## src/rtl/if_fetch_stage_if.sv

```systemverilog
// Handshake and bundle signals between pre-IF, ICache, IF and ID.
// The fetch stage binds to the slave modport; its environment binds to master.
interface if_fetch_stage_if #(
   parameter int PS_TO_FS_BUS_WD = 39,
   parameter int FS_TO_DS_BUS_WD = 70
);
   logic [PS_TO_FS_BUS_WD-1:0] ps_to_fs_bus;
   logic                       ps_to_fs_valid;
   logic                       fs_allowin;
   logic [31:0]                icache_rdata;
   logic                       icache_data_ok;
   logic                       ds_allowin;
   logic                       fs_to_ds_valid;
   logic [FS_TO_DS_BUS_WD-1:0] fs_to_ds_bus;
   logic                       flush;
   logic                       br_flush;

   modport slave (
      input  ps_to_fs_bus, ps_to_fs_valid, icache_rdata, icache_data_ok,
             ds_allowin, flush, br_flush,
      output fs_allowin, fs_to_ds_valid, fs_to_ds_bus
   );

   modport master (
      output ps_to_fs_bus, ps_to_fs_valid, icache_rdata, icache_data_ok,
             ds_allowin, flush, br_flush,
      input  fs_allowin, fs_to_ds_valid, fs_to_ds_bus
   );
endinterface

```

## src/rtl/if_fetch_stage.sv

```systemverilog
// IF stage: latches the pre-IF PC bundle, waits for ICache data, holds it for ID.
// Optional macro FS_PERF_CNT_EN adds fs_stall_cnt (cycles spent in WAIT/DISCARD).
module if_fetch_stage #(
   parameter int PS_TO_FS_BUS_WD = 39,
   parameter int FS_TO_DS_BUS_WD = 70
) (
   input  logic                 clk,
   input  logic                 reset,
   if_fetch_stage_if.slave      fs_if
`ifdef FS_PERF_CNT_EN
   ,
   output logic [31:0]          fs_stall_cnt
`endif
);

   typedef enum logic [1:0] {
      S_IDLE    = 2'd0,
      S_WAIT    = 2'd1,
      S_READY   = 2'd2,
      S_DISCARD = 2'd3
   } state_e;

   state_e      state_q, state_d;
   logic [31:0] pc_q, pc_d;
   logic        ex_q, ex_d;
   logic [4:0]  exctype_q, exctype_d;
   logic [31:0] inst_q, inst_d;

   logic [PS_TO_FS_BUS_WD-1:0] ps_bus;
   logic                       in_inst_valid;
   logic [31:0]                in_pc;
   logic                       in_ex;
   logic [4:0]                 in_exctype;
   logic                       any_flush;
   logic                       allowin;
   logic                       accept;

   assign ps_bus        = fs_if.ps_to_fs_bus;
   assign in_inst_valid = ps_bus[38];
   assign in_pc         = ps_bus[37:6];
   assign in_ex         = ps_bus[5];
   assign in_exctype    = ps_bus[4:0];

   assign any_flush = fs_if.flush | fs_if.br_flush;
   assign allowin   = (state_q == S_IDLE) | ((state_q == S_READY) & fs_if.ds_allowin);
   // Bundles carrying neither an instruction fetch nor an exception are dropped here.
   assign accept    = fs_if.ps_to_fs_valid & allowin & ~any_flush & (in_inst_valid | in_ex);

   always_comb begin
      state_d   = state_q;
      pc_d      = pc_q;
      ex_d      = ex_q;
      exctype_d = exctype_q;
      inst_d    = inst_q;

      case (state_q)
         S_IDLE, S_READY: begin
            if (accept) begin
               pc_d      = in_pc;
               ex_d      = in_ex;
               exctype_d = in_exctype;
               inst_d    = 32'h0;
               state_d   = in_ex ? S_READY : S_WAIT;
            end else if (state_q == S_READY && (any_flush || fs_if.ds_allowin)) begin
               state_d = S_IDLE;
            end
         end
         S_WAIT: begin
            if (fs_if.icache_data_ok) begin
               if (any_flush) begin
                  state_d = S_IDLE;
               end else begin
                  state_d = S_READY;
                  inst_d  = fs_if.icache_rdata;
               end
            end else if (any_flush) begin
               state_d = S_DISCARD;
            end
         end
         S_DISCARD: begin
            if (fs_if.icache_data_ok) begin
               state_d = S_IDLE;
            end
         end
         default: state_d = S_IDLE;
      endcase
   end

   always_ff @(posedge clk) begin
      if (reset) begin
         state_q   <= S_IDLE;
         pc_q      <= 32'h0;
         ex_q      <= 1'b0;
         exctype_q <= 5'h0;
         inst_q    <= 32'h0;
      end else begin
         state_q   <= state_d;
         pc_q      <= pc_d;
         ex_q      <= ex_d;
         exctype_q <= exctype_d;
         inst_q    <= inst_d;
      end
   end

   logic [FS_TO_DS_BUS_WD-1:0] ds_bus;
   assign ds_bus = {ex_q, exctype_q, pc_q, inst_q};

   assign fs_if.fs_allowin     = allowin;
   assign fs_if.fs_to_ds_valid = (state_q == S_READY);
   assign fs_if.fs_to_ds_bus   = ds_bus;

`ifdef FS_PERF_CNT_EN
   logic [31:0] stall_cnt_q;

   always_ff @(posedge clk) begin
      if (reset) begin
         stall_cnt_q <= 32'h0;
      end else if (state_q == S_WAIT || state_q == S_DISCARD) begin
         stall_cnt_q <= stall_cnt_q + 32'h1;
      end
   end

   assign fs_stall_cnt = stall_cnt_q;
`endif

endmodule

```

## src/flat_wrapper.sv

```systemverilog
// flat-port wrapper written by rule: the top's interface ports become plain ports
module if_fetch_stage_flat 
#(
   parameter int PS_TO_FS_BUS_WD = 39,
   parameter int FS_TO_DS_BUS_WD = 70
)
  (clk, reset, fs_if_ps_to_fs_bus, fs_if_ps_to_fs_valid, fs_if_icache_rdata, fs_if_icache_data_ok, fs_if_ds_allowin, fs_if_flush, fs_if_br_flush, fs_if_fs_allowin, fs_if_fs_to_ds_valid, fs_if_fs_to_ds_bus);
  if_fetch_stage_if #(.PS_TO_FS_BUS_WD(PS_TO_FS_BUS_WD), .FS_TO_DS_BUS_WD(FS_TO_DS_BUS_WD)) fs_if_i ();
  input  logic clk;
  input  logic reset;
  input wire logic [$bits(fs_if_i.ps_to_fs_bus)-1:0] fs_if_ps_to_fs_bus;
  input wire logic [$bits(fs_if_i.ps_to_fs_valid)-1:0] fs_if_ps_to_fs_valid;
  input wire logic [$bits(fs_if_i.icache_rdata)-1:0] fs_if_icache_rdata;
  input wire logic [$bits(fs_if_i.icache_data_ok)-1:0] fs_if_icache_data_ok;
  input wire logic [$bits(fs_if_i.ds_allowin)-1:0] fs_if_ds_allowin;
  input wire logic [$bits(fs_if_i.flush)-1:0] fs_if_flush;
  input wire logic [$bits(fs_if_i.br_flush)-1:0] fs_if_br_flush;
  output wire logic [$bits(fs_if_i.fs_allowin)-1:0] fs_if_fs_allowin;
  output wire logic [$bits(fs_if_i.fs_to_ds_valid)-1:0] fs_if_fs_to_ds_valid;
  output wire logic [$bits(fs_if_i.fs_to_ds_bus)-1:0] fs_if_fs_to_ds_bus;
  assign fs_if_i.ps_to_fs_bus = fs_if_ps_to_fs_bus;
  assign fs_if_i.ps_to_fs_valid = fs_if_ps_to_fs_valid;
  assign fs_if_i.icache_rdata = fs_if_icache_rdata;
  assign fs_if_i.icache_data_ok = fs_if_icache_data_ok;
  assign fs_if_i.ds_allowin = fs_if_ds_allowin;
  assign fs_if_i.flush = fs_if_flush;
  assign fs_if_i.br_flush = fs_if_br_flush;
  assign fs_if_fs_allowin = fs_if_i.fs_allowin;
  assign fs_if_fs_to_ds_valid = fs_if_i.fs_to_ds_valid;
  assign fs_if_fs_to_ds_bus = fs_if_i.fs_to_ds_bus;
  if_fetch_stage #(.PS_TO_FS_BUS_WD(PS_TO_FS_BUS_WD), .FS_TO_DS_BUS_WD(FS_TO_DS_BUS_WD)) u_core (.clk(clk), .reset(reset), .fs_if(fs_if_i));
endmodule
```

## config.mk

```make
export PLATFORM = sky130hd
export DESIGN_NAME = if_fetch_stage_flat
export DESIGN_NICKNAME = d
export VERILOG_FILES = /design/src/rtl/if_fetch_stage_if.sv /design/src/rtl/if_fetch_stage.sv /design/src/flat_wrapper.sv
export SDC_FILE = /design/constraint.sdc
export NUM_CORES = 1
export LEC_CHECK = 0
export ABC_AREA = 0
export BUFFER_PORTS_ARGS = -buffer_cell sky130_fd_sc_hd__buf_4
export CORE_UTILIZATION = 45
export DETAILED_ROUTE_END_ITERATION = 10
export PLACE_DENSITY = 0.91
export SYNTH_ARGS = -nofsm -noshare
export SYNTH_HDL_FRONTEND = slang
export SYNTH_SLANG_ARGS = --single-unit
```

## constraint.sdc

```tcl
create_clock -name clk -period 2.4 [get_ports clk]
set_input_delay 0.36 -clock clk [delete_from_list [all_inputs] [get_ports clk]]
set_output_delay 0.36 -clock clk [all_outputs]
set_load 0.01 [all_outputs]
```

; Word level (Yosys, flattened, before mapping)
; Cells that the tools add are included.
; W data, S select, Z words.
[op_classes]
n_mux = 12
n_reduce_logical = 8
eq_ne = 9
bitwise = 8
[op_table]
columns = operator, n
row1 = $mux W32, 3
row2 = $pmux W32 S2, 1
row3 = $mux W2, 7
row4 = $ne A2 B2 Y1 const B, 3
row5 = $pmux W2 S3, 1
row6 = $and A1 B1 Y1, 4
row7 = $eq A2 B2 Y1 const B, 2
row8 = $reduce_and A4 Y1, 1
row9 = $ne A3 B1 Y1 const B, 1
row10 = $ne A3 B2 Y1 const B, 1
row11 = $or A1 B1 Y1, 3
row12 = $reduce_and A3 Y1, 1
row13 = $eq A2 B1 Y1 const B, 1
row14 = $logic_not A2 Y1, 1
row15 = $ne A2 B1 Y1 const B, 1
row16 = $reduce_and A2 Y1, 1
row17 = $reduce_bool A2 Y1, 1
row18 = $reduce_or A2 Y1, 1
row19 = $logic_and A1 B1 Y1, 1
row20 = $logic_or A1 B1 Y1, 1
row21 = $not A1 Y1, 1
[word_totals]
register_bits = 72
elab_cells = 42
inputBits = 78
out_inout_bits = 72

; Depth between registers and ports, before layout
; Gate-level depths: netlist of run 1.
[depth]
ltp_word = 8
depth_mapped = 7
depth_no_buf = 4

; Worst setup path after synthesis of run 1
; OpenSTA, ideal clock, no wires.
[synth_timing]
kind = reg2reg
start = reg u_core.state_q[0]
end = reg u_core.pc_q[15]
n_path_buf = 3
stages_incl_launch_ff = 8
t_required_ns = 2.268
path_slack_ns = 0.700
arrival_time_ns = 1.568
cell_sequence = dfxtp_1 -> buf_6 -> or3_4 -> or3_4 -> buf_6 -> buf_6 -> nand2_1 -> a21oi_1
[synth_via]
elab_chain_cells = 7
[synth_lines]
columns = element, line_no
row1 = start: declaration, if_fetch_stage.sv:23  ; state_e state_q, state_d;
row2 = start signal: assignment, if_fetch_stage.sv:97  ; state_q <= state_d;
row3 = $eq A2 B2 Y1, "if_fetch_stage.sv:45, if_fetch_stage.sv:56"
row4 = $and A1 B1 Y1, if_fetch_stage.sv:45  ; assign allowin = (state_q == S_IDLE) | ((state_q == S_READY) & fs_if.ds_allowin);
row5 = $or A1 B1 Y1, if_fetch_stage.sv:45
row6 = $and A1 B1 Y1 (3 in a row), if_fetch_stage.sv:47  ; assign accept = fs_if.ps_to_fs_valid & allowin & ~any_flush & (in_inst_valid | in_ex);
row7 = $reduce_and A2 Y1 (no source line) *, n/a
row8 = end signal: assignment, if_fetch_stage.sv:98  ; pc_q <= pc_d;
row9 = end: declaration, if_fetch_stage.sv:24  ; logic [31:0] pc_q, pc_d;
; Every way passes the cells marked *; elsewhere a longest branch is shown, timed or not.
; A chain may end at the register's enable or synchronous reset.

; Worst setup path in the final report of run 1
[layout_timing]
start = reg u_core.state_q[0]
end = reg u_core.inst_q[7]
[layout_via]
elab_chain_cells = 8
[layout_lines]
columns = element, line_no
row1 = $eq A2 B2 Y1, "if_fetch_stage.sv:45, if_fetch_stage.sv:56"
row2 = $and A1 B1 Y1, if_fetch_stage.sv:45
row3 = $or A1 B1 Y1, if_fetch_stage.sv:45
row4 = $and A1 B1 Y1 (3 in a row), if_fetch_stage.sv:47
row5 = $ne A2 B1 Y1 (no source line), n/a
row6 = $reduce_and A4 Y1 (no source line), n/a
row7 = end signal: assignment, if_fetch_stage.sv:101  ; inst_q <= inst_d;
row8 = end: declaration, if_fetch_stage.sv:27  ; logic [31:0] inst_q, inst_d;
; Several ways; a longest one is shown, not always the timed one.

==> results by group, run 1 <==
Die
  – Initial core utilization: 47.5%
  – Core Footprint: 0.00606 sq mm
  – # rows: 28
  – Die Height: 82.0 um
  – Die Footprint: 0.00672 sq mm
  – Die X: 82.0 um
  – IO Pins: 150

Finish
  – Final design area excluding fillers: 0.00417 sq mm
  – Layout cells sized above 1: 36.1%
  – Final Core Density: 68.7%
  – N_diodes: 0
  – Final net count: 550
  – Synth-to-layout area growth: 44.7%

GRT
  – Vias in the first global route: 2507
  – Total grt overflow: 0
  – First-pass GRT wire length: 10600 um
  – Largest net degree at the start of global routing: 74
  – All-Layer GR Usage: 21.0%
  – Antenna violations before repair: 0

Timing
  – RSZ-0062 raised after global routing: no
  – Final setup viols: 0
  – Tmin final: 1920 ps
  – Worst clock skew: 7.32 ps
  – Final hold violation count: 0
  – Setup TNS: 0 ps
  – Actual slew at the worst max-slew pin: 647 ps
  – Period utilisation layout: 79.9%
  – Max Fclk: 521 MHz
  – Max Slew Vio Count: 0
  – Worst slew margin: 56.8%

Synthesis
  – Synth unique cells: 26
  – Multiplexer area fraction after synthesis: 11.1%
  – Syn nets: 410
  – Post-synthesis adder-cell area fraction: 0%
  – Post-synthesis simple-gate area fraction: 24.3%
  – Synth top area cells: dfxtp_1 (50%), nand2_1 (14%), mux2i_1 (11%)
  – Compound-cell area share of the yosys netlist: 9.21%
  – Syn. warnings: 0
  – Seq/Total Area, Yosys: 50.1%
  – Seq cells post-synth: 72
  – Synth area leader: dfxtp_1
  – Post-synth top area share: 50.1%
  – Largest family of logic cells by synthesized area: simple AND/OR/NAND/NOR gates
  – Post-Synth XOR/XNOR Area: 0%
  – Gate Count Post-Synth: 332
  – Mapped Area: 0.00288 sq mm
  – Syn Area/Cell: 8.67 sq um

Place
  – DPL Wire Length: 5000 um
  – Routability Congestion: 0.777
  – Placed Instance Area: 0.00401 sq mm
  – IO buf count: 149

Clock network
  – CTS sink cnt: 72
  – Worst-skew pair later-pin latency: 340 ps
  – Worst-path clk slew: 70 ps
  – CTS buffer count: 9
  – Post-cts gate resize count: 0
  – CTS tree: built
  – H-tree depth: 3
  – Clock buffer depth: 2
  – Setup repair bufs after CTS: 0
  – Hold buffers post-CTS: 0
  – Root buf cell: clkbuf_8

Worst setup path
  – CP startpoint kind: flop
  – Crit-path max FO: 32
  – CP max-delay cell: or3_4
  – Critical path class: flop to flop
  – Largest delay share family, worst path: simple AND/OR/NAND/NOR gates
  – Crit. End Element: flop
  – Crit path required time: 2600 ps
  – CP Cell Sequence: or3_4 > o31ai_2 > o21ai_4 > buf_4 > mux2i_1
  – Peak per-stage delay on the critical path: 460 ps
  – Crit path DAT: 2120 ps
  – Bufs and invs on worst path: 1

Power
  – Tot Pwr: 2.29 mW
  – Leakage power: 1.94 nW
  – P per Cell Area: 550 mW/mm^2
  – Worst IR Drop VDD: 327 uV

Flow run
  – Number of max-cap violations: 0

Worst hold path
  – Hold Crit Class: input port to flop

Detailed routing
  – Initial DRC count: 67
  – Total Wirelength: 7100 um
  – DRC viols: 0
  – Routed Antenna Nets: 0
  – Routed length per instance: 12.9 um
  – Via density: 4.92
  – Pre-Repair DR Iteration Count: 4
  – Routed vias: 2701

Outcome
  – Status: finished, final reports clean
worst min-delay path, cell delays in order:
cell	delay, ps
buf_4	110
nand2_1	50
a21oi_1	50
flip-flops by register name, summed over array words and instances (netlist names):
signal	flops
u_core.state_q	2
u_core.pc_q	32
u_core.ex_q	1
u_core.inst_q	32
u_core.exctype_q	5
layer usage:
metal | part of all wire, % | global-route usage [%] | vias to the layer above
li1 | - | - | 1353
met1 | 39 | 18.9 | 1208
met2 | 49 | 38.6 | 119
met3 | 11 | 9.22 | 21
met4 | 2.2 | 12.3 | 0
met5 | 0 | 0 | -
layout by cell type, fill, tap and decap left out, types with 2 or more instances in the layout:
cell type,Yosys,routed
buf_4,2,152
clkbuf_8,0,11
nand2_1,110,110
mux2i_1,32,32
dfxtp_1,72,72
nand2b_1,33,33
a21oi_1,38,38
or3_4,2,2
inv_1,2,2
nor2_1,4,4
nor2b_1,2,2
cells by family after synthesis:
logic type,after synthesis
multiplexers,32
buffers and inverters,26
AO/OA/AOI/OAI,47
flip-flops,72
AND/OR/NAND/NOR,155
metrics by stage:
step	hold slack [ps]	cells	worst slack (ps)
2_1_floorplan	437	332	700
3_3_place_gp	442	536	520
3_5_place_dp	447	536	434
4_1_cts	254	549	488
5_1_grt	259	549	398
6_report	263	549	482
final timing paths:
path / slack (ps) / cells past startpoint / end / startpoint
setup reg to reg: 480 / 5 / u_core.inst_q[7] / u_core.state_q[0]
hold reg to reg: 450 / 2 / u_core.exctype_q[4] / u_core.exctype_q[4]
hold / removal: 260 / 3 / u_core.exctype_q[3] / fs_if_ps_to_fs_bus[3]
setup / recovery: 480 / 5 / u_core.inst_q[7] / u_core.state_q[0]
final cells by class:
| class | count | area (sq um) |
|---|---|---|
| multi-input cells | 234 | 1300 |
| inverters | 2 | 7.51 |
| clock buffers | 12 | 155 |
| flip-flops and latches | 72 | 1440 |
| well taps | 75 | 93.8 |
| repair buffers | 153 | 1160 |
| clock inverters | 1 | 5.00 |
| fillers | 485 | 1890 |
Yosys cell counts (all sizes together):
library cell,n
a21boi,1
a21oi,38
a221o,1
a2bb2oi,1
a311oi,1
and3,1
buf,11
clkbuf,13
dfxtp,72
inv,2
mux2i,32
nand2,110
nand2b,33
nor2,4
nor2b,2
nor3,2
nor3b,1
o21ai,3
o2bb2ai,1
o31ai,1
or3,2
power breakdown:
| part | switching (mW) | internal, mW | total [mW] |
|---|---|---|---|
| logic | 0.105 | 0.147 | 0.253 |
| clock network | 0.396 | 0.413 | 0.809 |
| registers | 0.0128 | 1.22 | 1.23 |
Power figures use the tool's default switching activity.
==> inputs of run 2 (changes only) <==
clock period = 2 ns   (was 2.4 ns; I/O delays follow)
==> results by group, run 2 (synthesis gave the netlist of run 1 again) <==
Worst setup path
  – Crit-path max FO: 25 (was 32)
  – CP Cell Sequence: or3_4 > o31ai_2 > o21ai_4 > buf_12 > mux2i_1 (was or3_4 > o31ai_2 > o21ai_4 > buf_4 > mux2i_1)
  – Crit path required time: 2210 ps (was 2600 ps)
  – CP startpoint: u_core.state_q[0] (unchanged)
  – Largest delay share family, worst path: compound AO/OA/AOI/OAI gates (was simple AND/OR/NAND/NOR gates)
  – Critical path class: flop to flop (unchanged)
  – CP max-delay cell: or3_4 (unchanged)
  – CP startpoint kind: flop (unchanged)
  – Crit. End Element: flop (unchanged)
  – Bufs and invs on worst path: 1 (unchanged)
  – Crit Reg-Reg Startpoint: u_core.state_q[0] (unchanged)
  – Crit path DAT: 2000 ps (was 2120 ps)
  – Peak per-stage delay on the critical path: 430 ps (was 460 ps)

Timing
  – Setup TNS: 0 ps (unchanged)
  – Final setup viols: 0 (unchanged)
  – WHS: 206 ps (was 263 ps)
  – Max Slew Vio Count: 0 (unchanged)
  – Final hold violation count: 0 (unchanged)
  – Worst slew margin: 73.3% (was 56.8%)
  – Period utilisation layout: 89.7% (was 79.9%)
  – Actual slew at the worst max-slew pin: 401 ps (was 647 ps)
  – Tmin final: 1790 ps (was 1920 ps)
  – Max Fclk: 557 MHz (was 521 MHz)
  – RSZ-0062 raised after global routing: no (unchanged)
  – Final worst setup slack: 206 ps (was 482 ps)
  – Worst clock skew: 9.77 ps (was 7.32 ps)

Worst hold path
  – Hold Crit Class: input port to flop (unchanged)
  – Hold_sp: fs_if_ps_to_fs_bus[14] (was fs_if_ps_to_fs_bus[3])

Detailed routing
  – Pre-Repair DR Iteration Count: 4 (unchanged)
  – Total Wirelength: 7290 um (was 7100 um)
  – Routed length per instance: 13.2 um (was 12.9 um)
  – Via density: 4.90 (was 4.92)
  – Routed vias: 2713 (was 2701)
  – Initial DRC count: 71 (was 67)
  – DRC viols: 0 (unchanged)
  – Routed Antenna Nets: 0 (unchanged)

GRT
  – Antenna violations before repair: 0 (unchanged)
  – Vias in the first global route: 2567 (was 2507)
  – First-pass GRT wire length: 11000 um (was 10600 um)
  – Largest net degree at the start of global routing: 40 (was 74)
  – Total grt overflow: 0 (unchanged)
  – All-Layer GR Usage: 21.6% (was 21.0%)

Place
  – Total placed cells including tap cells: 538 (was 536)
  – DPL Wire Length: 5310 um (was 5000 um)
  – Routability Congestion: 0.792 (was 0.777)
  – Placed Instance Area: 0.00403 sq mm (was 0.00401 sq mm)
  – DP Worst Slack: 128 ps (was 434 ps)
  – IO buf count: 149 (unchanged)

Finish
  – Synth-to-layout area growth: 48.3% (was 44.7%)
  – Final net count: 552 (was 550)
  – Non-Filler Instances: 554 (was 549)
  – Commonest non-fill, non-tap cell in the layout: buf_4 (unchanged)
  – N_diodes: 0 (unchanged)
  – Layout cells sized above 1: 36.7% (was 36.1%)
  – Most frequent cells in the layout: buf_4 (153), nand2_1 (110), dfxtp_1 (72) (was buf_4 (152), nand2_1 (110), dfxtp_1 (72))
  – FILL cells: 465 (was 485)
  – Largest regs: u_core.inst_q: 32 flops, u_core.pc_q: 32 flops, u_core.exctype_q: 5 flops (unchanged)
  – Final design area excluding fillers: 0.00427 sq mm (was 0.00417 sq mm)

Clock network
  – Clock buffer depth: 2 (unchanged)
  – CTS buffer count: 9 (unchanged)
  – Hold buffers post-CTS: 0 (unchanged)
  – H-tree depth: 3 (unchanged)
  – Worst-path clk slew: 80 ps (was 70 ps)
  – Post-cts gate resize count: 0 (unchanged)
  – Worst-skew pair later-pin latency: 340 ps (about the same)
  – Root buf cell: clkbuf_8 (unchanged)
  – CTS tree: built (unchanged)
  – CTS sink cnt: 72 (unchanged)
  – Setup repair bufs after CTS: 0 (unchanged)

Die
  – IO Pins: 150 (unchanged)
  – Die Footprint: 0.00672 sq mm (unchanged)
  – Die Height: 82.0 um (unchanged)
  – # rows: 28 (unchanged)
  – Core Footprint: 0.00606 sq mm (unchanged)
  – Initial core utilization: 47.5% (unchanged)
  – Die X: 82.0 um (unchanged)

Power
  – Leakage power: 1.99 nW (was 1.94 nW)
  – Worst IR Drop VDD: 493 uV (was 327 uV)
  – P per Cell Area: 734 mW/mm^2 (was 550 mW/mm^2)

Outcome
  – Status: finished, final reports clean (unchanged)

Flow run
  – Number of max-cap violations: 0 (unchanged)
==> run 2: cell count changes in the layout (fill, tap and decap cells not counted) <==
cell        previous run  this run
buf_4                152       153
clkinv_2               1         2
buf_12                 1         2
clkbuf_8              11         9
bufinv_16              0         3
clkinvlp_4             0         1
==> run 2: metrics by stage <==
stage                     power [mW]  utilization [%]
after floorplan                 1.64                -
after global placement          1.81             66.6
after detailed placement        1.82             66.6
after CTS                       3.16             70.4
after global routing            3.26             70.4
final                           3.13             70.4
==> run 2: area by class of cell <==
type / instances / area (sq um) / area share, %
inverter: 2 / 7.51 / 0.176
tap: 75 / 93.8 / 2.20
timing repair buffer: 155 / 1190 / 27.8
clock buffer: 10 / 128 / 2.99
clock inverter: 6 / 108 / 2.52
sequential: 72 / 1440 / 33.8
multi-input combinational: 234 / 1300 / 30.5
==> run 2: worst paths after layout <==
| check | to | slack [ps] | cells after the start |
|---|---|---|---|
| max | u_core.inst_q[13] | 210 | 5 |
| min | u_core.pc_q[8] | 210 | 3 |
| max reg2reg | u_core.inst_q[13] | 210 | 5 |
| min reg2reg | u_core.pc_q[22] | 450 | 2 |
==> run 2: tightest hold or removal path, delay by kind of cell <==
kind                   cells  cell delay [ps]
AOI/OAI and AO/OA          1               50
and+or+nand+nor            1               40
buffers and inverters      1              110
==> run 2: routing by layer <==
| metal | part of all wire [%] | wire length, um | GRT usage, % |
|---|---|---|---|
| met1 | 38 | 2740 | 22.0 |
| met2 | 52 | 3780 | 39.9 |
| met3 | 9.2 | 672 | 7.44 |
| met4 | 1.2 | 91 | 8.60 |
| met5 | 0 | 0 | 0 |
==> run 2: power breakdown <==
group	internal [mW]	switching [mW]
Clock	0.825	0.528
Sequential	1.46	0.0156
Combinational	0.180	0.127
==> inputs of run 3 (changes only) <==
CORE_UTILIZATION = 48   (was 45)
PLACE_DENSITY = 0.95   (was 0.91)
clock period = 2.2 ns   (was 2 ns; I/O delays follow)
==> results by group, run 3 (synthesis gave the netlist of run 1 again) <==
Outcome
  – Status: finished, final reports clean (unchanged)

Finish
  – Multi-input gate area: 0.00130 sq mm (unchanged)
  – Non-Filler Instances: 549 (was 554)
  – Largest regs: u_core.inst_q: 32 flops, u_core.pc_q: 32 flops, u_core.exctype_q: 5 flops (unchanged)
  – Reg area: 0.00144 sq mm (unchanged)
  – Layout cells sized above 1: 36.7% (about the same)
  – Final design area excluding fillers: 0.00422 sq mm (was 0.00427 sq mm)
  – FILL cells: 389 (was 465)
  – Final net count: 550 (was 552)
  – Commonest non-fill, non-tap cell in the layout: buf_4 (unchanged)
  – Synth-to-layout area growth: 46.6% (was 48.3%)
  – Most frequent cells in the layout: buf_4 (153), nand2_1 (110), dfxtp_1 (72) (unchanged)
  – N_diodes: 0 (unchanged)

Place
  – Placed Instance Area: 0.00399 sq mm (was 0.00403 sq mm)
  – DPL Wire Length: 5360 um (was 5310 um)
  – Routability Congestion: 0.826 (was 0.792)
  – IO buf count: 149 (unchanged)
  – Total placed cells including tap cells: 533 (was 538)

Power
  – Clock share of power: 41.6% (was 43.2%)
  – Switching Power: 608 uW (was 671 uW)
  – Int Pwr: 2.16 mW (was 2.46 mW)
  – P per Cell Area: 655 mW/mm^2 (was 734 mW/mm^2)
  – Leakage power: 1.96 nW (was 1.99 nW)
  – Worst IR Drop VDD: 400 uV (was 493 uV)
  – Sw Ratio: 22.0% (was 21.4%)
  – Register share of total power: 48.5% (was 47.0%)
  – Comb pwr share: 9.9% (was 9.8%)

Die
  – Initial core utilization: 51.0% (was 47.5%)
  – Die X: 79.4 um (was 82.0 um)
  – Die Height: 79.4 um (was 82.0 um)
  – Die Footprint: 0.00631 sq mm (was 0.00672 sq mm)
  – IO Pins: 150 (unchanged)
  – Core Footprint: 0.00564 sq mm (was 0.00606 sq mm)
  – # rows: 27 (was 28)

Detailed routing
  – Initial DRC count: 110 (was 71)
  – Pre-Repair DR Iteration Count: 4 (unchanged)
  – Total Wirelength: 7350 um (was 7290 um)
  – Routed Antenna Nets: 0 (unchanged)
  – Routed length per instance: 13.4 um (was 13.2 um)
  – Routed vias: 2738 (was 2713)
  – DRC viols: 0 (unchanged)
  – Via density: 4.99 (was 4.90)

GRT
  – All-Layer GR Usage: 23.3% (was 21.6%)
  – Antenna violations before repair: 0 (unchanged)
  – First-pass GRT wire length: 11200 um (was 11000 um)
  – Largest net degree at the start of global routing: 74 (was 40)
  – Total grt overflow: 0 (unchanged)
  – Vias in the first global route: 2586 (was 2567)

Clock network
  – Setup repair bufs after CTS: 0 (unchanged)
  – Post-cts gate resize count: 0 (unchanged)
  – Clock buffer depth: 2 (unchanged)
  – Worst-path clk slew: 80 ps (about the same)
  – CTS sink cnt: 72 (unchanged)
  – CTS buffer count: 9 (unchanged)
  – Root buf cell: clkbuf_8 (unchanged)
  – H-tree depth: 3 (unchanged)
  – CTS tree: built (unchanged)
  – Worst-skew pair later-pin latency: 330 ps (was 340 ps)
  – Hold buffers post-CTS: 0 (unchanged)

Worst setup path
  – Bufs and invs on worst path: 1 (unchanged)
  – Crit-path max FO: 32 (was 25)
  – Stages on the worst setup path: 5 (unchanged)
  – CP Cell Sequence: or3_4 > o31ai_2 > o21ai_4 > buf_4 > mux2i_1 (was or3_4 > o31ai_2 > o21ai_4 > buf_12 > mux2i_1)
  – Crit path DAT: 2050 ps (was 2000 ps)
  – Largest delay share family, worst path: simple AND/OR/NAND/NOR gates (was compound AO/OA/AOI/OAI gates)
  – Critical path class: flop to flop (unchanged)
  – CP max-delay cell: or3_4 (unchanged)
  – Crit path required time: 2390 ps (was 2210 ps)
  – Crit. End Element: flop (unchanged)
  – CP startpoint kind: flop (unchanged)
  – R2R cell count: 5 (unchanged)
  – Peak per-stage delay on the critical path: 450 ps (was 430 ps)

Worst hold path
  – Hold Crit Class: input port to flop (unchanged)
  – Hold Crit Depth: 3 (unchanged)

Flow run
  – Number of max-cap violations: 0 (unchanged)

Timing
  – Tmin final: 1860 ps (was 1790 ps)
  – RSZ-0062 raised after global routing: no (unchanged)
  – Setup TNS: 0 ps (unchanged)
  – Max Slew Vio Count: 0 (unchanged)
  – Max Fclk: 538 MHz (was 557 MHz)
  – Period utilisation layout: 84.4% (was 89.7%)
  – Final hold violation count: 0 (unchanged)
  – Worst slew margin: 57.5% (was 73.3%)
  – Final setup viols: 0 (unchanged)
  – Worst clock skew: 9.01 ps (was 9.77 ps)
  – Actual slew at the worst max-slew pin: 638 ps (was 401 ps)
-- run 3: cell count changes in the layout (fill, tap and decap cells not counted), sizes merged --
cell and delta:
bufinv -1, clkinvlp +1, buf -2
-- run 3: final timing paths --
path                          from                end  slack (ps)
max reg2reg      u_core.state_q[0]  u_core.inst_q[22]         340
min reg2reg        u_core.pc_q[12]    u_core.pc_q[12]         460
min          fs_if_ps_to_fs_bus[7]     u_core.pc_q[1]         240
max              u_core.state_q[0]  u_core.inst_q[22]         340
-- run 3: area by class of cell --
cell class,instances,area share (%)
Inverter,2,0.178
Timing Repair Buffer,153,27.2
Sequential cell,72,34.2
Multi-Input combinational cell,234,30.9
Clock inverter,6,2.19
Tap cell,72,2.13
Clock buffer,10,3.26
-- run 3: tightest hold or removal path, stage by stage --
cell     delay (ps)
buf_4           110
nand2_1          40
a21oi_1          50
-- run 3: per-layer routing --
layer	up-vias	global-route usage, %	wire, um
met5	-	0	0
met4	0	11.1	110
met3	9	7.77	683
met2	146	40.4	3670
met1	1231	25.3	2880
li1	1352	-	-
-- run 3: power groups by stage --
stage / logic (mW) / clock network [mW] / registers [mW]
finish: 0.274 / 1.15 / 1.34
CTS: 0.275 / 1.18 / 1.34
detailed placement: 0.274 / 0 / 1.37
global placement: 0.269 / 0 / 1.37
floorplan: 0.110 / 0 / 1.38
global route: 0.297 / 1.24 / 1.34
-- run 3: through the flow --
step | setup slack (ps) | utilization [%] | hold WS [ps] | power (mW)
CTS | 332 | 74.8 | 229 | 2.79
floorplan | 500 | - | 437 | 1.49
finish | 342 | 74.8 | 239 | 2.77
detailed placement | 310 | 70.7 | 448 | 1.64
global placement | 352 | 70.7 | 443 | 1.64
global route | 230 | 74.8 | 229 | 2.88
